<file path="src/rtl/audio_clk_reconfig_ctrl.sv">
// Audio clock PLL sequencer: power-up, frequency changes, lock wait with timeout/retry,
// and audio-domain reset release once the new clock has been locked for a settle window.
module audio_clk_reconfig_ctrl #(
    parameter int RST_CYCLES    = 16,
    parameter int SETTLE_CYCLES = 256,
    parameter int LOCK_TIMEOUT  = 50000,
    parameter int MAX_RETRIES   = 3
) (
    input  logic       refclk,
    input  logic       rst,
    input  logic       req_valid,
    output logic       req_ready,
    input  logic [1:0] req_freq,
    input  logic       pll_locked,
    output logic       pll_rst,
    output logic [1:0] pll_freq_sel,
    output logic       audio_rst,
    output logic [1:0] cur_freq,
    output logic       busy,
    output logic       done,
    output logic       error
);

    localparam int RST_W = $clog2(RST_CYCLES) + 1;
    localparam int SET_W = $clog2(SETTLE_CYCLES) + 1;
    localparam int TMO_W = $clog2(LOCK_TIMEOUT) + 1;
    localparam int RTY_W = $clog2(MAX_RETRIES) + 1;

    localparam logic [RST_W-1:0] RST_LAST = RST_W'(RST_CYCLES - 1);
    localparam logic [SET_W-1:0] SET_DONE = SET_W'(SETTLE_CYCLES);
    localparam logic [SET_W-1:0] SET_ONE  = SET_W'(1);
    localparam logic [TMO_W-1:0] TMO_LAST = TMO_W'(LOCK_TIMEOUT - 1);
    localparam logic [RTY_W-1:0] RTY_MAX  = RTY_W'(MAX_RETRIES);

    // ST_ACK is the one-cycle acknowledge of a request for the frequency already running.
    typedef enum logic [2:0] {
        ST_PLL_RST   = 3'd0,
        ST_WAIT_LOCK = 3'd1,
        ST_SETTLE    = 3'd2,
        ST_RUN       = 3'd3,
        ST_FAIL      = 3'd4,
        ST_ACK       = 3'd5
    } state_t;

    state_t             state_r, state_n;
    logic [RST_W-1:0]   rst_cnt_r, rst_cnt_n;
    logic [SET_W-1:0]   settle_r, settle_n;
    logic [TMO_W-1:0]   timer_r, timer_n;
    logic [RTY_W-1:0]   retry_r, retry_n, retry_inc_s;
    logic               lock_meta_r;
    logic               lock_s;
    logic [1:0]         freq_sel_n, cur_freq_n;
    logic               pll_rst_n, audio_rst_n, busy_n, req_ready_n, error_n, done_n;
    logic               accept_s;

    function automatic logic [RTY_W-1:0] sat_inc_rty(input logic [RTY_W-1:0] v);
        sat_inc_rty = (v == {RTY_W{1'b1}}) ? v : v + RTY_W'(1);
    endfunction

    function automatic logic [TMO_W-1:0] sat_inc_tmo(input logic [TMO_W-1:0] v);
        sat_inc_tmo = (v == {TMO_W{1'b1}}) ? v : v + TMO_W'(1);
    endfunction

    assign accept_s    = req_valid & req_ready;
    assign retry_inc_s = sat_inc_rty(retry_r);

    // State, counters, lock synchroniser and registered outputs.
    always_ff @(posedge refclk) begin
        if (rst) begin
            state_r      <= ST_PLL_RST;
            rst_cnt_r    <= '0;
            settle_r     <= '0;
            timer_r      <= '0;
            retry_r      <= '0;
            lock_meta_r  <= 1'b0;
            lock_s       <= 1'b0;
            pll_rst      <= 1'b1;
            audio_rst    <= 1'b1;
            pll_freq_sel <= 2'd0;
            cur_freq     <= 2'd0;
            req_ready    <= 1'b0;
            busy         <= 1'b1;
            done         <= 1'b0;
            error        <= 1'b0;
        end else begin
            state_r      <= state_n;
            rst_cnt_r    <= rst_cnt_n;
            settle_r     <= settle_n;
            timer_r      <= timer_n;
            retry_r      <= retry_n;
            lock_meta_r  <= pll_locked;
            lock_s       <= lock_meta_r;
            pll_rst      <= pll_rst_n;
            audio_rst    <= audio_rst_n;
            pll_freq_sel <= freq_sel_n;
            cur_freq     <= cur_freq_n;
            req_ready    <= req_ready_n;
            busy         <= busy_n;
            done         <= done_n;
            error        <= error_n;
        end
    end

    // Next-state and counter logic.
    always_comb begin
        state_n    = state_r;
        rst_cnt_n  = rst_cnt_r;
        settle_n   = settle_r;
        timer_n    = timer_r;
        retry_n    = retry_r;
        freq_sel_n = pll_freq_sel;
        cur_freq_n = cur_freq;
        case (state_r)
            ST_PLL_RST: begin
                if (rst_cnt_r >= RST_LAST) begin
                    state_n   = ST_WAIT_LOCK;
                    rst_cnt_n = '0;
                    timer_n   = '0;
                end else begin
                    rst_cnt_n = rst_cnt_r + RST_W'(1);
                end
            end
            ST_WAIT_LOCK: begin
                if (lock_s) begin
                    // The cycle that sees lock counts as the first settle cycle.
                    timer_n = '0;
                    if (SET_ONE >= SET_DONE) begin
                        state_n    = ST_RUN;
                        settle_n   = '0;
                        retry_n    = '0;
                        cur_freq_n = pll_freq_sel;
                    end else begin
                        state_n  = ST_SETTLE;
                        settle_n = SET_ONE;
                    end
                end else if (timer_r >= TMO_LAST) begin
                    timer_n = '0;
                    retry_n = retry_inc_s;
                    if (retry_inc_s <= RTY_MAX) begin
                        state_n   = ST_PLL_RST;
                        rst_cnt_n = '0;
                    end else begin
                        state_n = ST_FAIL;
                    end
                end else begin
                    timer_n = sat_inc_tmo(timer_r);
                end
            end
            ST_SETTLE: begin
                if (!lock_s) begin
                    state_n  = ST_WAIT_LOCK;
                    timer_n  = '0;
                    settle_n = '0;
                end else if ((settle_r + SET_W'(1)) >= SET_DONE) begin
                    state_n    = ST_RUN;
                    settle_n   = '0;
                    retry_n    = '0;
                    cur_freq_n = pll_freq_sel;
                end else begin
                    settle_n = settle_r + SET_W'(1);
                end
            end
            ST_RUN: begin
                // A request outranks a simultaneous lock loss.
                if (accept_s) begin
                    if (req_freq != pll_freq_sel) begin
                        state_n    = ST_PLL_RST;
                        rst_cnt_n  = '0;
                        timer_n    = '0;
                        settle_n   = '0;
                        retry_n    = '0;
                        freq_sel_n = req_freq;
                    end else begin
                        state_n = ST_ACK;
                    end
                end else if (!lock_s) begin
                    state_n = ST_WAIT_LOCK;
                    timer_n = '0;
                end else begin
                    state_n = ST_RUN;
                end
            end
            ST_FAIL: begin
                if (accept_s) begin
                    state_n    = ST_PLL_RST;
                    rst_cnt_n  = '0;
                    timer_n    = '0;
                    settle_n   = '0;
                    retry_n    = '0;
                    freq_sel_n = req_freq;
                end else begin
                    state_n = ST_FAIL;
                end
            end
            ST_ACK: begin
                state_n = ST_RUN;
            end
            default: begin
                state_n   = ST_PLL_RST;
                rst_cnt_n = '0;
            end
        endcase
    end

    // Output values for the state being entered; registered above.
    always_comb begin
        pll_rst_n   = 1'b0;
        audio_rst_n = 1'b1;
        busy_n      = 1'b1;
        req_ready_n = 1'b0;
        error_n     = 1'b0;
        done_n      = 1'b0;
        case (state_n)
            ST_PLL_RST: begin
                pll_rst_n = 1'b1;
            end
            ST_WAIT_LOCK, ST_SETTLE: begin
                audio_rst_n = 1'b1;
            end
            ST_RUN: begin
                audio_rst_n = 1'b0;
                busy_n      = 1'b0;
                req_ready_n = 1'b1;
                done_n      = (state_r == ST_SETTLE) || (state_r == ST_WAIT_LOCK);
            end
            ST_ACK: begin
                audio_rst_n = 1'b0;
                done_n      = 1'b1;
            end
            ST_FAIL: begin
                busy_n      = 1'b0;
                req_ready_n = 1'b1;
                error_n     = 1'b1;
            end
            default: begin
                pll_rst_n = 1'b1;
            end
        endcase
    end

endmodule

</file>
<file path="config.mk">
export PLATFORM = sky130hd
export DESIGN_NAME = audio_clk_reconfig_ctrl
export DESIGN_NICKNAME = d
export VERILOG_FILES = /design/src/rtl/audio_clk_reconfig_ctrl.sv
export SDC_FILE = /design/constraint.sdc
export NUM_CORES = 1
export LEC_CHECK = 0
export ABC_CLOCK_PERIOD_IN_PS = 2200
export CAP_MARGIN = 20
export CORE_ASPECT_RATIO = 1.5
export CORE_MARGIN = 2
export CORE_UTILIZATION = 50
export CTS_BUF_LIST = sky130_fd_sc_hd__clkbuf_2
export DETAILED_ROUTE_END_ITERATION = 10
export MAX_ROUTING_LAYER = met4
export PLACE_DENSITY = 0.75
export SYNTH_ARGS = -nofsm -noshare
export SYNTH_HDL_FRONTEND = slang
export SYNTH_SLANG_ARGS = --single-unit
</file>
<file path="constraint.sdc">
create_clock -name refclk -period 2.2 [get_ports refclk]
set_input_delay 0.33 -clock refclk [delete_from_list [all_inputs] [get_ports refclk]]
set_output_delay 0.33 -clock refclk [all_outputs]
set_load 0.05 [all_outputs]
</file>
# ---- Yosys cells after proc, flatten, opt, wreduce, memory -nomap -nowiden
# Index checks and enable logic that the tools add are counted.
dict set report word_totals {
  reg_bits 49
  latchBits 0
  mem_bits_rw 0
  mem_bits_ro 0
  wordCells 119
  mem_count 0
}
dict set report op_classes {
  n_addsub 4
  mul 0
  div_mod_pow 0
  n_lt_le_gt_ge 4
  eq_ne 25
  n_shift 0
  n_mux 54
  n_bitwise 2
  reduce_logical 15
}
# cell n
set ops {}
lappend ops {{2-to-1 mux 17 bit} 8}
lappend ops {{case mux 17 bit (5 select lines)} 1}
lappend ops {{2-to-1 mux 9 bit} 6}
lappend ops {{2-to-1 mux 3 bit} 17}
lappend ops {{case mux 9 bit (4 select lines)} 1}
lappend ops {{2-to-1 mux 5 bit} 7}
lappend ops {{case mux 5 bit (5 select lines)} 1}
lappend ops {{inequality test 2 bit, second input constant} 10}
lappend ops {{case mux 3 bit (6 select lines)} 1}
lappend ops {{adder 17 x 1 -> 17 bit, second input constant} 1}
lappend ops {{equality test 17 bit, second input constant} 1}
lappend ops {{>= comparator 17 x 16 -> 1 bit, second input constant} 1}
lappend ops {{equality test 3 bit, second input constant} 5}
lappend ops {{equality test 3 x 2 -> 1 bit, second input constant} 4}
lappend ops {{case mux 3 bit (4 select lines)} 1}
lappend ops {{AND reduction 5 bit} 2}
lappend ops {{adder 9 x 1 -> 9 bit, second input constant} 1}
lappend ops {{>= comparator 9 bit, second input constant} 1}
lappend ops {{2-to-1 mux 2 bit} 4}
lappend ops {{AND reduction 8 bit} 1}
lappend ops {{AND reduction 7 bit} 1}
lappend ops {{equality test 3 x 1 -> 1 bit, second input constant} 2}
lappend ops {{OR reduction 2 bit} 3}
lappend ops {{adder 5 x 1 -> 5 bit, second input constant} 1}
lappend ops {{other kinds (19)} 23}

# ---- Logic depth before layout (Yosys ltp)
dict set report logic_depth {
  ltp_word 10
  mapped_depth 10
  ltp_nobuf 9
}

# ---- Least setup slack after synthesis
# OpenSTA, ideal clock, no wires.
dict set report synth_timing {
  path_type {register to register}
  startpoint {register timer_r[0]}
  endpoint {register timer_r[12]}
  setup_ns 0.117
  t_arrival_ns 2.234
  required_time_ns 2.083
  setup_slack_ns -0.151
  stages_incl_launch_ff 11
  path_buffers 1
  cell_sequence {dfxtp_1 -> ha_1 -> and3_1 -> and3_1 -> nand4_1 -> nor2_1 -> ha_1 -> a2111oi_4 -> nor2_2 -> buf_6 -> a32o_1}
}
dict set report synth_between {
  elab_chain_len 5
  word_cells_on_any_way 9
  cone_classes {1 x add/sub; 1 x order compare; 2 x eq/ne; 4 x mux; 1 x reduce/logical}
}
# item line_no
set synth_lines {}
lappend synth_lines {{start, declared} 48} ;# logic [TMO_W-1:0] timer_r, timer_n;
lappend synth_lines {{start signal, assigned} 89} ;# timer_r <= timer_n;
lappend synth_lines {{adder 17 x 1 -> 17 bit} 61} ;# sat_inc_tmo = (v == {TMO_W{1'b1}}) ? v : v + TMO_W'(1);
lappend synth_lines {{2-to-1 mux 17 bit} 61}
lappend synth_lines {{2-to-1 mux 17 bit} 136} ;# end else if (timer_r >= TMO_LAST) begin
lappend synth_lines {{2-to-1 mux 17 bit} 124} ;# if (lock_s) begin
lappend synth_lines {{case mux 17 bit (5 select lines)} 113} ;# case (state_r)
# Parallel ways exist; a longest one is shown, timed or not. The select of a mux whose other input is x is not followed.
# A chain may end at the register's enable or synchronous reset.

# ---- Worst setup path in the final report
dict set report layout_timing {
  startpoint {register timer_r[1]}
  endpoint {register timer_r[12]}
}
# The elaborated chain is that of the path after synthesis.

==> summary.md <==
| Metric | Value |
|---|---|
| Status | complete, no violations |
| Average wire per standard cell | 15.80 microns |
| Switching share of power | 24.93% |
| Die extent in y | 93.27 microns |
| Worst hold path startpoint | pll_locked |
| Cell variety after synth | 62 |
| Tmin final | 2.189 ns |
| Setup crit start | timer_r[1] |
| CTS Sinks | 49 |
| Max rail drop VDD | 0.3836 mV |
| Syn Std Cell Area | 2656 sq um |
| Largest area contributor in the netlist | dfxtp_1 |
| Port bufs | 15 |
| Worst slew pin tran | 0.5310 ns |
| Cells after synthesis | 313 |
| Vias in the first global route | 2549 |
| Ys Warns | 0 |
| Via density | 5.977 |
| Starting DRC count in detailed routing | 213 |
| Drt first pass iters | 4 |
| Top-area cell type share of the netlist area | 36.93% |
| DP HPWL | 5085 microns |
| Share of layout cells above drive strength 1 | 25.47% |
| Final Max Tran Viols | 0 |
| Fin nets | 380 |
| Final setup violation count | 0 |
| Worst Skew | 0.02307 ns |
| Internal power | 1.004 mW |
| Num CTS Buffers | 5 |
| Fraction of the yosys area taken by sequential cells | 36.93% |
| Critical path's top delay family | compound AO/OA/AOI/OAI gates |
| #FFs+latches synth | 49 |
| Final core occ | 66.60% |
| Maximum capacitance violations | 0 |
| First-pass GRT wire length | 11220 microns |
| Die width | 63.51 microns |
| Sequential power share | 67.2% |
| Clk_lat worst skew | 0.45 ns |
| Clk pwr share | 27.6% |
| Worst path slowest cell | dfxtp_2 |
| Root Buffer Master | clkbuf_2 |
| Syn Area/Cell | 8.487 sq um |
| FF-to-FF Start | timer_r[1] |
| Setup ws final | 0.01142 ns |
| ANT cells | 0 |
| Combinational power share | 5.2% |
| Initial antenna violation count | 0 |
| Critical path class | flip-flop to flip-flop |
| Pin count of the biggest net entering global routing | 20 |
| Slowest Stage Delay on Critical Path | 0.41 ns |
| Dpl ws | -0.1545 ns |
| Syn-to-layout area delta | 28.50% |
| Cell area power density | 392.0 nW/um^2 |
| Final hold violation count | 0 |
| Row cnt | 32 |
| GRT Util Overall | 24.43% |
| Top FF cell, synth | dfxtp_1 |
| Crit-path cells | ha_4 > buf_4 > a21oi_4 > o311ai_4 > a211oi_4 > a2111oi_4 > buf_6 > nor2_4 > buf_12 > a32o_1 |
| Worst endpoint data arrival time | 2.56 ns |
| CTS Hold Buffers Added | 0 |
| Hold WC Path Type | input port to flip-flop |
| Critical Path End Type | flip-flop |
| CTS Buffer Depth | 2 |
| EDFF count, synth | 0 |
| Initial core utilization | 51.83% |
| FFs w/ async S/R, synth | 0% |
| NetSw | 0.3336 mW |
| Vias | 2612 |
| Final Total Pwr | 1.338 mW |
| Startpoint types | flip-flop |
| CP Buf/Inv Count | 3 |
| Synthesized Nets | 325 |
| Max_slew headroom | 64.60% |
| Pleak | 1.415 nW |
| Remaining global-route overflow | 0 |
| Core area | 5125 sq um |
| Detailed-route wire length | 6905 microns |
| I/O pin total | 16 |
| ANT nets after route | 0 |
| FMAX | 0.4569 GHz |
| RSZ-0062 raised after global routing | yes |
| CTS clk-pin slew, worst paths | 0.24 ns |
| Critical Path RT | 2.57 ns |
| H-tree depth | 2 |
| Post-route DRC | 0 |
| Setup TNS | 0 ns |
| Final period util | 99.48% |
| Synth top area cells | dfxtp_1 37%, nor2_1 5.5%, nand2_1 3.4%, ha_1 2.8%, o21ai_0 2.6% |
| Placer Congestion | 0.8838 |
| Die area | 5924 sq um |
| CTS tree | built |
| Crit Path Max Fanout | 10 |
-- kinds of logic (layout without fill, tap and decap cells) --
family,count (synthesis),in the layout,synth area share [%]
simple gates,127,127,23.74
fa+ha+maj,6,6,2.826
mux,7,7,2.685
xor+xnor,7,7,2.308
compound gates,93,93,27.65
flops,49,49,36.93
buf+inv,24,80,3.862
-- cells in the final DEF, fill, tap and decap left out, types with 3 or more instances in the layout --
master,count
nor2b_1,4
nor3_1,7
nand3_1,12
and2_1,3
xor2_1,7
a211oi_1,4
and3_1,8
nand2_1,24
o32ai_1,3
a31oi_1,4
clkbuf_2,5
a21oi_1,9
a21o_1,6
mux2i_1,5
ha_1,3
dfxtp_1,40
buf_4,43
nand3b_1,3
clkdlybuf4s50_1,15
a32o_1,3
nor2_1,39
a211o_1,4
nand4_1,7
o211ai_1,5
o21ai_0,14
buf_6,4
and3_4,3
o2bb2ai_1,7
o21a_1,3
dfxtp_2,8
inv_1,8
-- power groups by stage --
| stage | registers (mW) | clock network (mW) | logic (mW) |
|---|---|---|---|
| after floorplan | 0.917 | 0 | 0.0294 |
| after global placement | 0.917 | 0 | 0.0627 |
| after detailed placement | 0.917 | 0 | 0.0641 |
| after CTS | 0.901 | 0.376 | 0.0640 |
| after global routing | 0.902 | 0.409 | 0.0756 |
| final | 0.900 | 0.369 | 0.0691 |
-- area by class of cell --
type	instances	area (sq um)
Clock inverter	3	17.52
Tap cell	68	85.08
Multi-Input combinational cell	240	1719
Clock buffer	5	25.02
Inverter	9	33.78
Sequential cell	49	994.7
Timing Repair Buffer	63	538.0
Fill cell	438	1712
-- state kept, by name, indices dropped and copies added, names as in the netlist, 2 cells and up --
name          count
pll_freq_sel      2
rst_cnt_r         5
retry_r           3
cur_freq          2
settle_r          9
state_r           3
timer_r          17
-- synthesized netlist by cell type, drive strengths merged (7+ instances only) --
cell      n
a21oi    13
o21ai    14
nor3      7
nand3    12
and3     11
inv       8
o2bb2ai   7
nand2    25
nand4     7
dfxtp    49
nor2     40
xor2      7
clkbuf   10
-- layer usage --
layer	global-route usage, %	up-vias	part of all wire (%)
met3	3.971	24	2.9
met4	13.41	0	4.4
met5	-	-	0
met1	23.99	1245	38
met2	45.18	63	55
li1	-	1280	-
-- worst paths after layout --
| kind | endpoint | slack, ns | cells after the start |
|---|---|---|---|
| setup / recovery | timer_r[12] | 0.01 | 10 |
| hold / removal | lock_meta_r | 0.42 | 2 |
| setup reg to reg | timer_r[12] | 0.01 | 10 |
| hold reg to reg | lock_s | 0.48 | 1 |
-- timing repair --
action | CTS | global route
resized for setup | 7 | 28
pin swaps | 2 | 8
endpoints found under the setup margin | 20 | 25
setup buffers | 1 | 4
-- metrics by stage --
step / hold slack, ns / cells / instance area, sq um
3_3_place_gp: 0.4396 / 424 / 3186
2_1_floorplan: 0.4138 / 313 / 2684
5_1_grt: 0.4084 / 437 / 3413
3_5_place_dp: 0.4559 / 424 / 3186
4_1_cts: 0.4204 / 433 / 3262
6_report: 0.4159 / 437 / 3413
(Power assumes the default switching activity.)
